File: config.mk
export PLATFORM = sky130hd
export DESIGN_NAME = count_capture_fifo
export DESIGN_NICKNAME = d
export VERILOG_FILES = /design/src/rtl/count_capture_fifo.sv
export SDC_FILE = /design/constraint.sdc
export NUM_CORES = 1
export LEC_CHECK = 0
export CORE_MARGIN = 2
export CORE_UTILIZATION = 40
export CTS_BUF_LIST = sky130_fd_sc_hd__clkbuf_4
export DETAILED_ROUTE_END_ITERATION = 8
export SYNTH_ARGS = -nofsm -noshare
export SYNTH_HDL_FRONTEND = slang
export SYNTH_SLANG_ARGS = --single-unit
File: constraint.sdc
create_clock -name clock -period 4.1 [get_ports clock]
set_input_delay 0.41 -clock clock [delete_from_list [all_inputs] [get_ports clock]]
set_output_delay 0.41 -clock clock [all_outputs]
set_load 0.05 [all_outputs]
File: src/rtl/count_capture_fifo.sv
// count_capture_fifo: show-ahead FIFO buffering counter samples strobed by result, with drop statistics.
// Define CAPTURE_DEDUP_EN to suppress captures that repeat the last processed count value.
module count_capture_fifo #(
  parameter int CNT_W  = 6,
  parameter int DEPTH  = 8,
  parameter int ADDR_W = 3
) (
  input  logic              clock,
  input  logic              reset,
  input  logic [CNT_W-1:0]  count,
  input  logic              result,
  input  logic              out_ready,
  input  logic              clear_ovf,
  output logic              out_valid,
  output logic [CNT_W-1:0]  out_data,
  output logic [ADDR_W:0]   level,
  output logic              full,
  output logic              empty,
  output logic              overflow,
  output logic [7:0]        drop_cnt
);
  logic [CNT_W-1:0]  mem [DEPTH];
  logic [ADDR_W-1:0] wr_ptr, rd_ptr;
  logic              push_req, pop, push, drop;
`ifdef CAPTURE_DEDUP_EN
  logic [CNT_W-1:0]  last_val;
  logic              last_vld;
  assign push_req = result && !(last_vld && count == last_val);
  always_ff @(posedge clock or posedge reset)
    if (reset) begin
      last_val <= '0;
      last_vld <= 1'b0;
    end else if (push_req) begin
      last_val <= count;
      last_vld <= 1'b1;
    end
`else
  assign push_req = result;
`endif
  assign full      = level == (ADDR_W+1)'(DEPTH);
  assign empty     = level == '0;
  assign out_valid = !empty;
  assign out_data  = mem[rd_ptr];
  assign pop       = out_valid && out_ready;
  assign push      = push_req && (!full || pop);
  assign drop      = push_req && full && !pop;
  always_ff @(posedge clock)
    if (push) mem[wr_ptr] <= count;
  always_ff @(posedge clock or posedge reset)
    if (reset) begin
      wr_ptr   <= '0;
      rd_ptr   <= '0;
      level    <= '0;
      overflow <= 1'b0;
      drop_cnt <= '0;
    end else begin
      if (push) wr_ptr <= wr_ptr + ADDR_W'(1);
      if (pop) rd_ptr <= rd_ptr + ADDR_W'(1);
      level <= (push && !pop) ? level + (ADDR_W+1)'(1) :
               (pop && !push) ? level - (ADDR_W+1)'(1) : level;
      // a drop in the same cycle as clear_ovf restarts the statistics at one
      overflow <= drop ? 1'b1 : clear_ovf ? 1'b0 : overflow;
      drop_cnt <= drop ? (clear_ovf ? 8'd1 : (drop_cnt == 8'hff ? drop_cnt : drop_cnt + 8'd1)) :
                  clear_ovf ? 8'd0 : drop_cnt;
    end
endmodule

==> impl_metrics.env <==
export IMPL_status="complete, no violations"
export IMPL_totalWireLength_mm=5.39
export IMPL_r2r_start="level[0]"
export IMPL_seq_area_frac_synth_pct=65.8
export IMPL_synth_ff_type="edfxtp_1"
export IMPL_synth_compound_area_share_pct=5.89
export IMPL_hold_violations=0
export IMPL_wl_per_cell_microns=16.5
export IMPL_fin_tns_setup_ps=0
export IMPL_worstRegToRegCells=9
export IMPL_track_usage_pct=15.1
export IMPL_htree_levels=3
export IMPL_met3_length_microns=154
export IMPL_synthTopCellsByArea="edfxtp_1 (50%), dfrtp_1 (16%), mux4_2 (9.3%), mux2_2 (3.1%), ha_1 (2.6%)"
export IMPL_dpl_hpwl_mm=3.57
export IMPL_cp_max_fo=13
export IMPL_rrSetupSlack_ps=930
export IMPL_num_rows=31
export IMPL_critPathKind="register to output port"
export IMPL_cts_buffers=9
export IMPL_drtAntennaViolNets=0
export IMPL_synthMuxAreaShare_pct=12.7
export IMPL_grt_max_degree=20
export IMPL_antenna_cells=0
export IMPL_die_area_sq_um=7980
export IMPL_totalPowerFinal_mw=2.34
export IMPL_synth_xor_area_share_pct=1.80
export IMPL_clock_sinks=67
export IMPL_cp_end_kind="output port"
export IMPL_fmax_mhz=306
export IMPL_avgSynthCellArea_sq_um=16.0
export IMPL_vdd_drop_max_v=0.000344
export IMPL_max_slew_margin_pct=46.6
export IMPL_antenna_found_initial=0
export IMPL_syn_area_sq_um=2910
export IMPL_initial_core_util_pct=40.8
export IMPL_synth_top_area_share_pct=49.5
export IMPL_clk_pin_slew_ps=110
export IMPL_powerDensity_nw_per_um2=675
export IMPL_die_y_microns=89.3
export IMPL_synth_top_family_by_area="multiplexers"
export IMPL_skew_ps=20.0
export IMPL_setup_viol=0
export IMPL_coreArea_sq_um=7140
export IMPL_finish_utilization_pct=48.7
export IMPL_drive_above_1_share_pct=20.6
export IMPL_synthAdderAreaFrac_pct=3.27
export IMPL_grt_pass1_vias=1616
export IMPL_initialDrtViolationCount=90
export IMPL_maxCapViolCount=0
export IMPL_routed_top_layer="met4"
export IMPL_drc=0
export IMPL_overflow=0
export IMPL_die_x_microns=89.3
export IMPL_synth_nets=200
export IMPL_synth_top_area_cell="edfxtp_1"
export IMPL_num_vias=1687
export IMPL_cts_tree="built"
export IMPL_met2_length_mm=2.54
export IMPL_grt_first_pass_wirelength_mm=8.57
export IMPL_setup_slack_ps=835
export IMPL_met1Wirelength_mm=2.55
export IMPL_drv_slew=0
export IMPL_clk_latency_ps=420
export IMPL_cts_root_buf="clkbuf_4"
export IMPL_fin_crit_ps=3260
export IMPL_synth_cells=182
export IMPL_gp_congestion=0.854
export IMPL_dr_pass1_iters=5
export IMPL_areaGrowthSynthToFinish_pct=19.3
export IMPL_rr_endpoint="level[3]"
export IMPL_startpoint_type="register"
export IMPL_portBuffers=32
export IMPL_rsz0062_at_grt="false"
export IMPL_via_per_inst=5.16
export IMPL_hp_class="input port to asynchronous set/reset pin"
export IMPL_postCtsSetupRepairBufs=0
export IMPL_synth_async_reset_ratio_pct=28.4
export IMPL_synth_simple_gate_area_share_pct=8.90
export IMPL_cp_data_required_time_ps=3690
export IMPL_fin_crit_sh_pct=79.6
export IMPL_hold_buffers=0
export IMPL_worst_pin_slew_ps=801
export IMPL_num_io_pins=33
export IMPL_p_leak_nw=1.21
export IMPL_clock_path_buffers=2
export IMPL_synth_edff_count=48
export IMPL_fin_nets=241
export IMPL_pre_cts_ws_ps=929
export IMPL_cp_arrival_ps=2850
export IMPL_ys_warn_count=0
export IMPL_synth_cell_types=43
export IMPL_post_cts_resized=0
export IMPL_ys_ff_latch=67
==> cells in the final DEF, fill, tap and decap left out, types with 3 or more instances in the layout <==
| cell | count |
|---|---|
| dfrtp_1 | 19 |
| clkdlybuf4s50_1 | 32 |
| clkinvlp_4 | 3 |
| inv_1 | 7 |
| mux2_2 | 8 |
| ha_1 | 6 |
| edfxtp_1 | 48 |
| o21ai_0 | 4 |
| buf_4 | 3 |
| nand2b_1 | 3 |
| nand3_1 | 6 |
| mux4_2 | 12 |
| nand2_1 | 13 |
| xnor2_1 | 5 |
| clkbuf_4 | 10 |
| nor3_1 | 3 |
| nor2_1 | 9 |
| a21oi_1 | 5 |
==> how the worst max path moves through the flow <==
stage	from	end	depth (start not counted)
2_1_floorplan	level[0]	level[3]	10
3_3_place_gp	out_ready	level[3]	11
3_5_place_dp	out_ready	level[3]	11
4_1_cts	rd_ptr[0]	out_data[0]	3
5_1_grt	level[0]	level[3]	9
6_report	rd_ptr[0]	out_data[5]	3
==> synth_stat cells, types with 3 or more instances <==
library cell,count
a21oi_1,5
dfrtp_1,19
edfxtp_1,48
ha_1,6
inv_1,7
mux2_2,8
mux4_2,12
nand2_1,13
nand2b_1,3
nand3_1,6
nor2_1,9
nor3_1,3
o21ai_0,4
xnor2_1,5
==> routing by layer <==
| metal | up-vias | GRT usage, % |
|---|---|---|
| met1 | 832 | 21.3 |
| met4 | 0 | 8.82 |
| li1 | 802 | - |
| met2 | 42 | 22.0 |
| met3 | 11 | 2.77 |
| met5 | - | 0 |
==> flip-flops by register name, indices dropped and copies added (netlist names) <==
signal and flops:
rd_ptr 3, drop_cnt 8, mem 48, level 4, overflow 1, wr_ptr 3
==> cells by family (layout without fill, tap and decap cells) <==
group                      Yosys count  count (layout)
muxes                               21              21
AOI/OAI and AO/OA                   22              22
xor gates and xnor gates             6               6
buffers and inverters               12              58
DFF                                 67              67
adders and majority gates            7               7
and+or+nand+nor                     47              47
==> metrics by stage <==
step / cells / hold slack, ps / cell area (sq um)
finish: 327 / 419 / 3470
floorplan: 182 / 361 / 2910
CTS: 327 / 441 / 3470
detailed placement: 311 / 514 / 3360
global route: 327 / 509 / 3470
global placement: 311 / 514 / 3360
==> area by class of cell <==
| class | count | area [sq um] |
|---|---|---|
| repair buffers | 35 | 343 |
| clock inverters | 6 | 41.3 |
| clock buffers | 10 | 75.1 |
| multi-input cells | 103 | 948 |
| well taps | 99 | 124 |
| inverters | 7 | 26.3 |
| fillers | 636 | 3660 |
| flip-flops and latches | 67 | 1920 |
==> critical path, cell delays in order (launching register included) <==
cell             delay (ps)
dfrtp_1                 880
mux4_2                  610
mux2_2                  270
clkdlybuf4s50_1         700
==> where the power goes <==
group / switching, mW / total (mW) / internal, mW
combinational: 0.527 / 0.964 / 0.437
clock: 0.244 / 0.375 / 0.131
sequential: 0.161 / 1.00 / 0.844
total: 0.932 / 2.34 / 1.41
Note: power is estimated with default switching activity, not from simulation.
